**src/rtl/controle_venda.sv**
```systemverilog
// Main vending state machine: latches the product code, accumulates coins in quarters
// against a fixed price table, and sequences dispense, change return and the display state.
module controle_venda #(
  parameter int HOLD_CYCLES    = 50_000_000,
  parameter int TIMEOUT_CYCLES = 500_000_000,
  parameter int MAX_CREDIT     = 8
) (
  input  logic       clk,
  input  logic       rst,
  input  logic       sel_valid,
  input  logic [3:0] sel_codigo,
  input  logic       moeda_valid,
  input  logic [1:0] moeda,
  input  logic       cancelar,
  output logic [1:0] estado,
  output logic [3:0] produto,
  output logic [3:0] valorMoedas,
  output logic       devolver,
  output logic       liberar,
  output logic [3:0] troco
);

  localparam int TMAX = (TIMEOUT_CYCLES > HOLD_CYCLES) ? TIMEOUT_CYCLES : HOLD_CYCLES;
  localparam int TW   = $clog2(TMAX + 1);

  typedef enum logic [1:0] {
    ESPERA     = 2'b00,
    PRODUTO    = 2'b01,
    COMPARADOR = 2'b10,
    ENTREGA    = 2'b11
  } state_t;

  state_t        st;
  logic [TW-1:0] timer;
  logic [TW-1:0] dev_cnt;
  logic          cancel_hold;

  logic [4:0] coin_val, sum, preco;
  logic       hold_done, dev_done, timeout_hit, cancel_ev, accept;

  // Price in quarters; zero marks an unlisted (invalid) code.
  function automatic logic [3:0] price(input logic [3:0] c);
    case (c)
      4'b0000: price = 4'd6;
      4'b0100: price = 4'd5;
      4'b0101: price = 4'd3;
      4'b1000: price = 4'd4;
      4'b1001: price = 4'd6;
      4'b1010: price = 4'd7;
      4'b1011: price = 4'd2;
      4'b1100: price = 4'd8;
      4'b1101: price = 4'd8;
      default: price = 4'd0;
    endcase
  endfunction

  always_comb begin
    coin_val = 5'd0;
    case (moeda)
      2'b01:   coin_val = 5'd1;
      2'b10:   coin_val = 5'd2;
      2'b11:   coin_val = 5'd4;
      default: coin_val = 5'd0;
    endcase
    sum         = {1'b0, valorMoedas} + coin_val;
    preco       = {1'b0, price(produto)};
    hold_done   = (timer == TW'(HOLD_CYCLES - 1));
    dev_done    = (dev_cnt == TW'(HOLD_CYCLES - 1));
    timeout_hit = (timer == TW'(TIMEOUT_CYCLES - 1));
    cancel_ev   = cancelar || timeout_hit;
    accept      = moeda_valid && (moeda != 2'b00) && !devolver && (sum <= 5'(MAX_CREDIT));
  end

  assign estado = st;

  always_ff @(posedge clk or posedge rst) begin
    if (rst) begin
      st          <= ESPERA;
      produto     <= 4'd0;
      valorMoedas <= 4'd0;
      devolver    <= 1'b0;
      liberar     <= 1'b0;
      troco       <= 4'd0;
      timer       <= '0;
      dev_cnt     <= '0;
      cancel_hold <= 1'b0;
    end else begin
      liberar <= 1'b0;
      case (st)
        ESPERA: begin
          timer <= '0;
          if (sel_valid) begin
            st      <= PRODUTO;
            produto <= (price(sel_codigo) != 4'd0) ? sel_codigo : 4'b1111;
          end
        end
        PRODUTO: begin
          timer <= timer + 1'b1;
          if (hold_done) begin
            timer       <= '0;
            dev_cnt     <= '0;
            valorMoedas <= 4'd0;
            st          <= (produto == 4'b1111) ? ESPERA : COMPARADOR;
          end
        end
        COMPARADOR: begin
          if (cancel_hold) begin
            // Refund in progress: the display keeps COMPARADOR while E405 is shown.
            timer <= timer + 1'b1;
            if (hold_done) begin
              st          <= ESPERA;
              timer       <= '0;
              valorMoedas <= 4'd0;
              troco       <= 4'd0;
              devolver    <= 1'b0;
              cancel_hold <= 1'b0;
            end
          end else if (cancel_ev) begin
            cancel_hold <= 1'b1;
            troco       <= valorMoedas;
            devolver    <= 1'b1;
            timer       <= '0;
          end else if (accept) begin
            valorMoedas <= sum[3:0];
            timer       <= '0;
            if (sum >= preco) begin
              st      <= ENTREGA;
              troco   <= 4'(sum - preco);
              liberar <= 1'b1;
            end
          end else begin
            timer <= timer + 1'b1;
            if (devolver) begin
              dev_cnt <= dev_cnt + 1'b1;
              if (dev_done) devolver <= 1'b0;
            end else if (moeda_valid) begin
              devolver <= 1'b1;
              dev_cnt  <= '0;
            end
          end
        end
        ENTREGA: begin
          timer <= timer + 1'b1;
          if (hold_done) begin
            st          <= ESPERA;
            timer       <= '0;
            valorMoedas <= 4'd0;
            troco       <= 4'd0;
            devolver    <= 1'b0;
          end
        end
        default: st <= ESPERA;
      endcase
    end
  end

endmodule
```
**config.mk**
```make
export PLATFORM = sky130hd
export DESIGN_NAME = controle_venda
export DESIGN_NICKNAME = d
export VERILOG_FILES = /design/src/rtl/controle_venda.sv
export SDC_FILE = /design/constraint.sdc
export NUM_CORES = 1
export LEC_CHECK = 0
export CORE_ASPECT_RATIO = 1.1
export CORE_UTILIZATION = 60
export CTS_CLUSTER_DIAMETER = 80
export DETAILED_ROUTE_END_ITERATION = 8
export PLACE_DENSITY = 0.88
export SLEW_MARGIN = 0
export SYNTH_ARGS = -nofsm -noshare
export SYNTH_HDL_FRONTEND = slang
export SYNTH_SLANG_ARGS = --single-unit
```
**constraint.sdc**
```tcl
create_clock -name clk -period 3.4 [get_ports clk]
set_input_delay 0.51 -clock clk [delete_from_list [all_inputs] [get_ports clk]]
set_output_delay 0.51 -clock clk [all_outputs]
set_load 0.01 [all_outputs]
```
* After elaboration in Yosys (flattened, before gate mapping)
Memory sizes are Yosys's and may differ from the RTL's. Index checks and enable logic that the tools add are counted.
Storage, ports and cells: register bits after elaboration 75, bits in read-only memories 128, bits of input ports 11, output and inout port bits 16, word-level logic and storage cells 109, memories 2
Memory list:
- (no name shown) | depth 16, width 4, rd ports 1, clocked after memory_dff 0, write ports 0, line 43 | case (c)
- (no name shown) | depth 16, width 4, rd ports 1, clocked after memory_dff 0, write ports 0, line 43
Cells by class: $add $sub $neg 4, $lt $le $gt $ge 2, eq/ne operators 22, muxes and demuxes 52, reductions and logical operators 18
Operators by type and width (count):
- two-way mux 29 bit | 10
- case mux 29 bit (3 select lines) | 1
- adder 29 x 1 -> 29 bit (second input constant) | 2
- == test 29 x 26 -> 1 bit (second input constant) | 2
- case mux 29 bit (2 select lines) | 1
- two-way mux 4 bit | 12
- == test 29 bit (second input constant) | 1
- two-way mux 2 bit | 8
- case mux 4 bit (2 select lines) | 2
- two-way mux 1 bit | 15
- != test 3 bit (second input constant) | 4
- != test 4 bit (second input constant) | 3
- != test 2 bit (second input constant) | 5
- case mux 3 bit (3 select lines) | 1
- == test 2 bit (second input constant) | 4
- case mux 2 bit (4 select lines) | 1
- nonzero test 2 bit | 4
- AND reduction 3 bit | 2
- AND reduction 6 bit | 1
- adder 4 x 3 -> 5 bit | 1
- greater-or-equal comparator 5 x 4 -> 1 bit | 1
- less-or-equal comparator 5 x 4 -> 1 bit (second input constant) | 1
- AND reduction 5 bit | 1
- == test 2 x 1 -> 1 bit (second input constant) | 2
- 10 further kinds | 13

* Longest topological paths before layout
Gate-level depths: netlist (run 1).
depth in word-level cells 9, depth in mapped cells 13, mapped depth without buffers 13

* Worst setup path after synthesis (run 1)
Ideal clock, no wire load.
path kind input-to-reg, from input port moeda[0], to register dev_cnt[2], setup time 0.118 ns, data arrival time 2.632 ns, slack 0.650 ns, cell stages on the path 12, path buffers 2, cell sequence nor2b_1 ha_1 inv_1 fa_1 xnor2_1 nor3_2 o311ai_4 and4_4 buf_6 buf_8 o22ai_1 a21o_1
Between the ends: cells in the longest elaborated chain, start to end 7, elaborated cells between the ends (all ways) 12, classes of those cells 1 x add/sub; 1 x order compare; 4 x eq/ne; 1 x mux; 5 x reduce/logical
RTL lines:
- from (decl) | line 13 | input logic [1:0] moeda,
- == test 2 bit / == test 2 x 1 -> 1 bit (equally long branches) | line 59 | case (moeda)
- case mux 3 bit (3 select lines) | line 59
- adder 4 x 3 -> 5 bit | line 65 | sum = {1'b0, valorMoedas} + coin_val;
- less-or-equal comparator 5 x 4 -> 1 bit | line 71 | accept = moeda_valid && (moeda != 2'b00) && !devolver && (sum <= 5'(MAX_CREDIT));
- logical AND 1 bit (*) | line 71
- != test 2 bit (no line) (*)
- AND reduction 6 bit (no line) (*)
- to (signal assigned) | line 134 | dev_cnt <= dev_cnt + 1'b1;
- to (decl) | line 35 | logic [TW-1:0] dev_cnt;
Mark *: on every way between the ends. The rest lies on a longest branch, timed or not. A chain may end at the register's enable or synchronous reset.

* Worst setup path after layout (run 1)
from input port moeda[0], to register troco[1]
Between the ends: cells in the longest elaborated chain, start to end 9, elaborated cells between the ends (all ways) 20, classes of those cells 2 x add/sub; 2 x order compare; 5 x eq/ne; 6 x mux; 5 x reduce/logical
RTL lines:
- == test 2 bit / == test 2 x 1 -> 1 bit (equally long branches) | line 59
- case mux 3 bit (3 select lines) | line 59
- adder 4 x 3 -> 5 bit | line 65
- subtractor 4 bit | line 128 | troco <= 4'(sum - preco);
- two-way mux 4 bit | line 126 | if (sum >= preco) begin
- two-way mux 4 bit | line 123 | end else if (accept) begin
- two-way mux 4 bit | line 118 | end else if (cancel_ev) begin
- two-way mux 4 bit | line 107 | if (cancel_hold) begin
- case mux 4 bit (2 select lines) | line 89 | case (st)
- to (signal assigned) | line 120 | troco <= valorMoedas;
- to (signal assigned) | line 128
- to (decl) | line 20 | output logic [3:0] troco
Several ways; a longest one is shown, not always the timed one. The select of a mux whose other input is x is not followed.

==> impl_metrics.env, run 1 <==
export IMPL_syn_area_mm2=0.004609
export IMPL_vias=4085
export IMPL_ys_flop_type="dfrtp_1"
export IMPL_dieWidth_um=85.57
export IMPL_grt_util_all_layers_pct=28.85
export IMPL_relSlewSlack_pct=47.77
export IMPL_powerDensity_mw_per_mm2=400.7
export IMPL_peakVddDrop_uv=345.4
export IMPL_synth_edff_count=0
export IMPL_use_met3_pct=4.482
export IMPL_hp_class="input port to async pin"
export IMPL_path_cells="clkdlybuf4s50_1 > nand2b_1 > inv_1 > ha_1 > a21oi_1 > nor2b_1 > nor2_1 > xnor2_1 > ha_1 > o21ai_0 > o211a_1 > or4_4 > nor2_1 > a221o_1"
export IMPL_gp_congestion=0.9709
export IMPL_total_power_uw=2096
export IMPL_grt_ovfl_total=0
export IMPL_layout_min_cycle_time_ns=3.186
export IMPL_tightestPinTransition_ns=0.7835
export IMPL_seq_area_frac_synth_pct=40.72
export IMPL_period_share_pct=93.71
export IMPL_cts_root_buf="clkbuf_8"
export IMPL_finalMaxSlewViolations=0
export IMPL_synth_nets=531
export IMPL_antenna_left=0
export IMPL_finalSetupViolations=0
export IMPL_cts_max_level=3
export IMPL_fmax_mhz=313.9
export IMPL_port_buffers=26
export IMPL_cp_arrival_ns=3.49
export IMPL_drv_cap=0
export IMPL_drtIter0Drc=258
export IMPL_antenna_cells=0
export IMPL_synthArstFlopShare_pct=100.0
export IMPL_outcome="finished, final reports clean"
export IMPL_io_pins=27
export IMPL_synthCells=509
export IMPL_yosysUniqueCellTypes=71
export IMPL_syn_to_final_growth_pct=13.46
export IMPL_cp_required_ns=3.70
export IMPL_leakage_uw=0.002245
export IMPL_met2_usage_pct=47.47
export IMPL_timing_hold_ws_ns=0.4638
export IMPL_finalClockSkew_ns=0.01039
export IMPL_first_pass_iters=5
export IMPL_cts_clk_slew_worst_paths_ns=0.08
export IMPL_cpMaxStageDelayCell="clkdlybuf4s50_1"
export IMPL_yosysWarnings=0
export IMPL_post_drt_via_cell_ratio=6.433
export IMPL_die_area_mm2=0.008037
export IMPL_ctsHoldBuffers=0
export IMPL_num_rows=33
export IMPL_grt_antenna_before_repair=0
export IMPL_post_dp_hpwl_mm=7.604
export IMPL_wl_per_cell_um=17.13
export IMPL_synth_area_per_cell_um2=9.056
export IMPL_met1_usage_pct=36.92
export IMPL_drive_gt1_share_pct=8.212
export IMPL_finalHoldViolCount=0
export IMPL_start_util_pct=62.02
export IMPL_path_max_fanout=5
export IMPL_critPathCaptureType="flip-flop"
export IMPL_cts_made_buffers=9
export IMPL_drcViolationCount=0
export IMPL_grt_start_max_net_pins=37
export IMPL_critPathKind="input port to flip-flop"
export IMPL_die_h_um=93.93
export IMPL_nets=565
export IMPL_core_area_mm2=0.007432
export IMPL_max_stage_delay_ns=0.51
export IMPL_rsz0062_at_grt="no"
export IMPL_grt_pass1_wl_mm=18.12
export IMPL_critPathLaunchType="input port"
export IMPL_wl_mm=10.88
export IMPL_cts_buffer_depth=2
export IMPL_grt_pass1_vias=3964
export IMPL_cts_tree="yes"
export IMPL_ys_ff_latch=75
export IMPL_top_usage_layer="met2"
export IMPL_clock_sinks=75
export IMPL_insertion_delay_ns=0.36
layer usage:
| metal | routed length, µm | vias to the layer above |
|---|---|---|
| met5 | 0 | - |
| met4 | 300 | 0 |
| met3 | 623 | 37 |
| met2 | 5393 | 169 |
| met1 | 4559 | 1957 |
| li1 | - | 1922 |
logic make-up (layout without fill, tap and decap cells):
group	after synthesis	in the layout	synth area share, %
simple gates	254	254	29.78
xor+xnor	32	32	6.080
buf+inv	37	76	4.153
compound gates	99	99	15.74
fa+ha+maj	11	11	3.312
mux	1	1	0.2172
flops	75	75	40.72
report_power, final:
group / internal, µW / switching [µW]
Combinational: 159 / 178
Sequential: 932 / 55.8
Clock: 434 / 336
worst max-delay path, delay by kind of cell:
family | cells | cell delay, ns
AO/OA/AOI/OAI | 4 | 0.66
AND/OR/NAND/NOR | 5 | 1.03
XOR/XNOR | 1 | 0.11
adder cells (fa/ha/maj) | 2 | 0.60
buffers and inverters | 2 | 0.56
Yosys cell counts (all sizes together), types with 12 or more instances:
cell type	n	area share, %
nand3	30	3.3
nand2	52	4.2
a21oi	13	1.4
a21o	15	2.4
nand4	16	2.2
o21ai	24	2.7
inv	22	1.8
nor3	24	2.8
nor4	13	2.4
xnor2	21	4.0
nor2	58	4.9
dfrtp	75	41
buf	12	2.1
registers in the layout (all words and copies together), names as in the netlist:
signal	flops
dev_cnt	29
troco	4
produto	4
timer	29
cancel_hold	1
valorMoedas	4
estado	2
liberar	1
devolver	1
cell type report:
type | instances | area [µm²]
inverter | 22 | 82.58
tap | 87 | 108.9
clock buffer | 12 | 145.1
sequential | 75 | 1877
timing repair buffer | 38 | 387.9
clock inverter | 4 | 73.82
fill | 527 | 2202
multi-input combinational | 397 | 2555
path summary, 6_finish.rpt:
| check | cells past startpoint | slack (ns) | endpoint | startpoint |
|---|---|---|---|---|
| worst min register to register | 1 | 0.49 | timer[0]$_DFF_PP0_ | timer[0]$_DFF_PP0_ |
| worst max-delay path | 14 | 0.21 | troco[1]$_DFFE_PP0P_ | moeda[0] |
| worst min-delay path | 2 | 0.46 | dev_cnt[4]$_DFFE_PP0P_ | rst |
| min in group clk | 1 | 0.49 | timer[0]$_DFF_PP0_ | timer[0]$_DFF_PP0_ |
| max in group asynchronous | 3 | 2.29 | timer[6]$_DFF_PP0_ | rst |
| worst max register to register | 11 | 0.58 | troco[1]$_DFFE_PP0P_ | valorMoedas[1]$_DFFE_PP0P_ |
placed cells by master, fill, tap and decap left out, types with 3 or more instances in the layout:
cell	Yosys	routed
nor3_1	22	22
a221o_1	4	4
dfrtp_1	75	75
clkdlybuf4s50_1	0	26
and3_1	11	11
a21o_1	15	15
nor3b_1	9	9
o22ai_1	4	4
nand4_1	16	16
buf_12	0	3
a31oi_1	7	7
ha_1	9	9
nand3_1	30	30
inv_1	22	21
nor4_1	10	10
a21oi_1	13	13
o21ai_1	7	7
nor2_1	56	56
clkbuf_8	0	10
nand2b_1	4	4
buf_4	3	9
and2_1	4	4
xnor2_1	21	20
or3_1	5	5
nand2_1	52	52
a211o_1	9	9
xor2_1	11	11
o21ai_0	16	16
nor2b_1	8	8
or4_1	3	3
and4_1	3	3
metrics by stage:
stage | TNS [ns] | utilization, % | std cells | setup slack (ns) | area (µm²)
floorplan | 0 | - | 509 | 0.6502 | 4609
global placement | 0 | 67.32 | 619 | 0.03191 | 5004
detailed placement | -1.858 | 67.32 | 619 | -0.1612 | 5004
CTS | 0 | 70.27 | 635 | 0.1995 | 5223
global route | 0 | 70.37 | 635 | 0.06786 | 5230
finish | 0 | 70.37 | 635 | 0.2138 | 5230
what timing repair did:
item | 4_1_cts | 5_1_grt
buffers inserted | 0 | 0
gates resized for setup | 0 | 1
setup endpoints to repair | 0 | 1
Note: power is estimated with default switching activity, not from simulation.
==> run 2, diff against run 1 <==
- CORE_ASPECT_RATIO: 1.1 -> unset
- CORE_UTILIZATION: 60 -> 62
- DONT_BUFFER_PORTS: unset -> 1
- GPL_ROUTABILITY_DRIVEN: unset -> 0
- PLACE_DENSITY: 0.88 -> 0.86
==> run 2 against run 1 <==
Final area shrank 6.8%; register-to-register slack lost 0.17 ns; highest routed layer unchanged; utilization shrank 2.8 points; critical path depth shrank 5; via count shrank 3.9%; clock skew grew 0.0036 ns; clock-buffer cell count shrank 3; sequential share of layout area grew 2.6 points; sequential power grew 1%; combinational power shrank 19%; clock power is essentially flat.
==> impl_metrics.env, run 2 (same netlist as run 1, synthesis figures left out) <==
export IMPL_relSlewSlack_pct=35.61
export IMPL_drv_cap=0
export IMPL_dieWidth_um=88.23
export IMPL_die_h_um=88.23
export IMPL_layout_common_cells="75 x dfrtp_1, 56 x nor2_1, 52 x nand2_1"
export IMPL_post_cts_buffers=0
export IMPL_syn_to_final_growth_pct=5.782
export IMPL_cts_buffer_depth=2
export IMPL_cts_max_level=3
export IMPL_insertion_delay_ns=0.37
export IMPL_die_area_mm2=0.007784
export IMPL_grt_util_all_layers_pct=28.62
export IMPL_cts_clk_slew_worst_paths_ns=0.09
export IMPL_leakage_uw=0.002090
export IMPL_fill_cells=566
export IMPL_finalSetupViolations=0
export IMPL_finalMaxSlewViolations=0
export IMPL_num_rows=31
export IMPL_core_area_mm2=0.007214
export IMPL_critPathLaunchType="flip-flop"
export IMPL_period_share_pct=87.91
export IMPL_layout_min_cycle_time_ns=2.989
export IMPL_final_seq_area_mm2=0.001877
export IMPL_rr_worst_depth=9
export IMPL_cts_resized=0
export IMPL_cts_tree="yes"
export IMPL_post_drt_via_cell_ratio=6.403
export IMPL_start_util_pct=63.89
export IMPL_cts_made_buffers=9
export IMPL_first_pass_iters=8
export IMPL_vias=3925
export IMPL_wl_mm=10.56
export IMPL_drive_gt1_share_pct=7.393
export IMPL_clock_sinks=75
export IMPL_port_buffers=0
export IMPL_cts_root_buf="clkbuf_8"
export IMPL_multi_input_area_mm2=0.002547
export IMPL_io_pins=27
export IMPL_ctsHoldBuffers=0
export IMPL_pre_cts_ws_ns=0.3326
export IMPL_grt_antenna_before_repair=0
export IMPL_setup_tns_ns=0
export IMPL_worst_slack_ns=0.4110
export IMPL_rsz0062_at_grt="no"
export IMPL_path_max_fanout=15
export IMPL_grt_ovfl_total=0
export IMPL_cp_required_ns=3.64
export IMPL_top_regs="dev_cnt (29), timer (29)"
export IMPL_critPathCaptureType="flip-flop"
export IMPL_cp_arrival_ns=3.23
export IMPL_total_power_uw=2039
export IMPL_powerDensity_mw_per_mm2=418.2
export IMPL_peakVddDrop_uv=334.6
export IMPL_final_common_cell="dfrtp_1"
export IMPL_tightestPinTransition_ns=0.9638
export IMPL_outcome="finished, final reports clean"
export IMPL_drtIter0Drc=280
export IMPL_wl_per_cell_um=17.23
export IMPL_drcViolationCount=0
export IMPL_critPathKind="flip-flop to flip-flop"
export IMPL_grt_pass1_vias=3618
export IMPL_antenna_cells=0
export IMPL_hp_class="input port to async pin"
export IMPL_fmax_mhz=334.6
export IMPL_grt_start_max_net_pins=31
export IMPL_grt_pass1_wl_mm=17.12
export IMPL_finalHoldViolCount=0
export IMPL_nets=531
export IMPL_post_dp_hpwl_mm=7.498
export IMPL_antenna_left=0
export IMPL_finalClockSkew_ns=0.01399
-- run 2: changes by cell type in the layout (fill, tap and decap cells not counted), moves of 2 or more --
cell             delta
clkinv_2            +2
buf_12              -3
clkbuf_1            -2
clkdlybuf4s50_1    -26
buf_4               -5
-- run 2: report_power, final --
group | switching [µW] | leakage (µW) | internal [µW] | total, µW
clock | 356 | 0.000109 | 412 | 768
combinational | 156 | 0.000991 | 117 | 273
sequential | 66.7 | 0.000990 | 932 | 998
-- run 2: worst max-delay path, stage by stage, from the launching register on --
cell and delay [ns]:
dfrtp_1 0.47, ha_1 0.23, inv_1 0.06, fa_1 0.40, xnor2_1 0.36, nor3_2 0.10
o311ai_4 0.37, and4_4 0.42, nor2_4 0.11, a211o_1 0.33
-- run 2: worst paths after layout --
kind | slack, ns | to | from
max reg2reg | 0.41 | dev_cnt[21]$_DFFE_PP0P_ | valorMoedas[0]$_DFFE_PP0P_
max | 0.41 | dev_cnt[21]$_DFFE_PP0P_ | valorMoedas[0]$_DFFE_PP0P_
max in group asynchronous | 2.54 | timer[0]$_DFF_PP0_ | rst
min reg2reg | 0.49 | timer[0]$_DFF_PP0_ | timer[0]$_DFF_PP0_
min in group clk | 0.26 | produto[2]$_DFFE_PP0P_ | sel_codigo[2]
min | 0.09 | timer[23]$_DFF_PP0_ | rst
-- run 2: final cells by class --
class / instances / area share, %
Clock buffer: 9 / 2.540
Clock inverter: 7 / 1.873
Inverter: 22 / 1.694
Multi-Input combinational cell: 397 / 52.25
Sequential cell: 75 / 38.49
Tap cell: 99 / 2.540
Timing Repair Buffer: 4 / 0.6159
-- run 2: stage by stage --
step | hold slack (ns) | area, µm² | cells | util (%)
4_1_cts | 0.1012 | 4876 | 613 | 67.59
3_3_place_gp | 0.4697 | 4661 | 597 | 64.60
6_report | 0.08676 | 4876 | 613 | 67.59
2_1_floorplan | 0.4498 | 4609 | 509 | -
5_1_grt | 0.1429 | 4876 | 613 | 67.59
3_5_place_dp | 0.4851 | 4661 | 597 | 64.60
-- run 2: metal layers --
metal | share of wire (%) | vias to the layer above | GRT usage [%]
met5 | 0 | - | 0
met4 | 2.1 | 0 | 11.73
met3 | 5.5 | 24 | 5.690
met2 | 49 | 128 | 45.24
met1 | 44 | 1919 | 38.85
li1 | - | 1854 | -
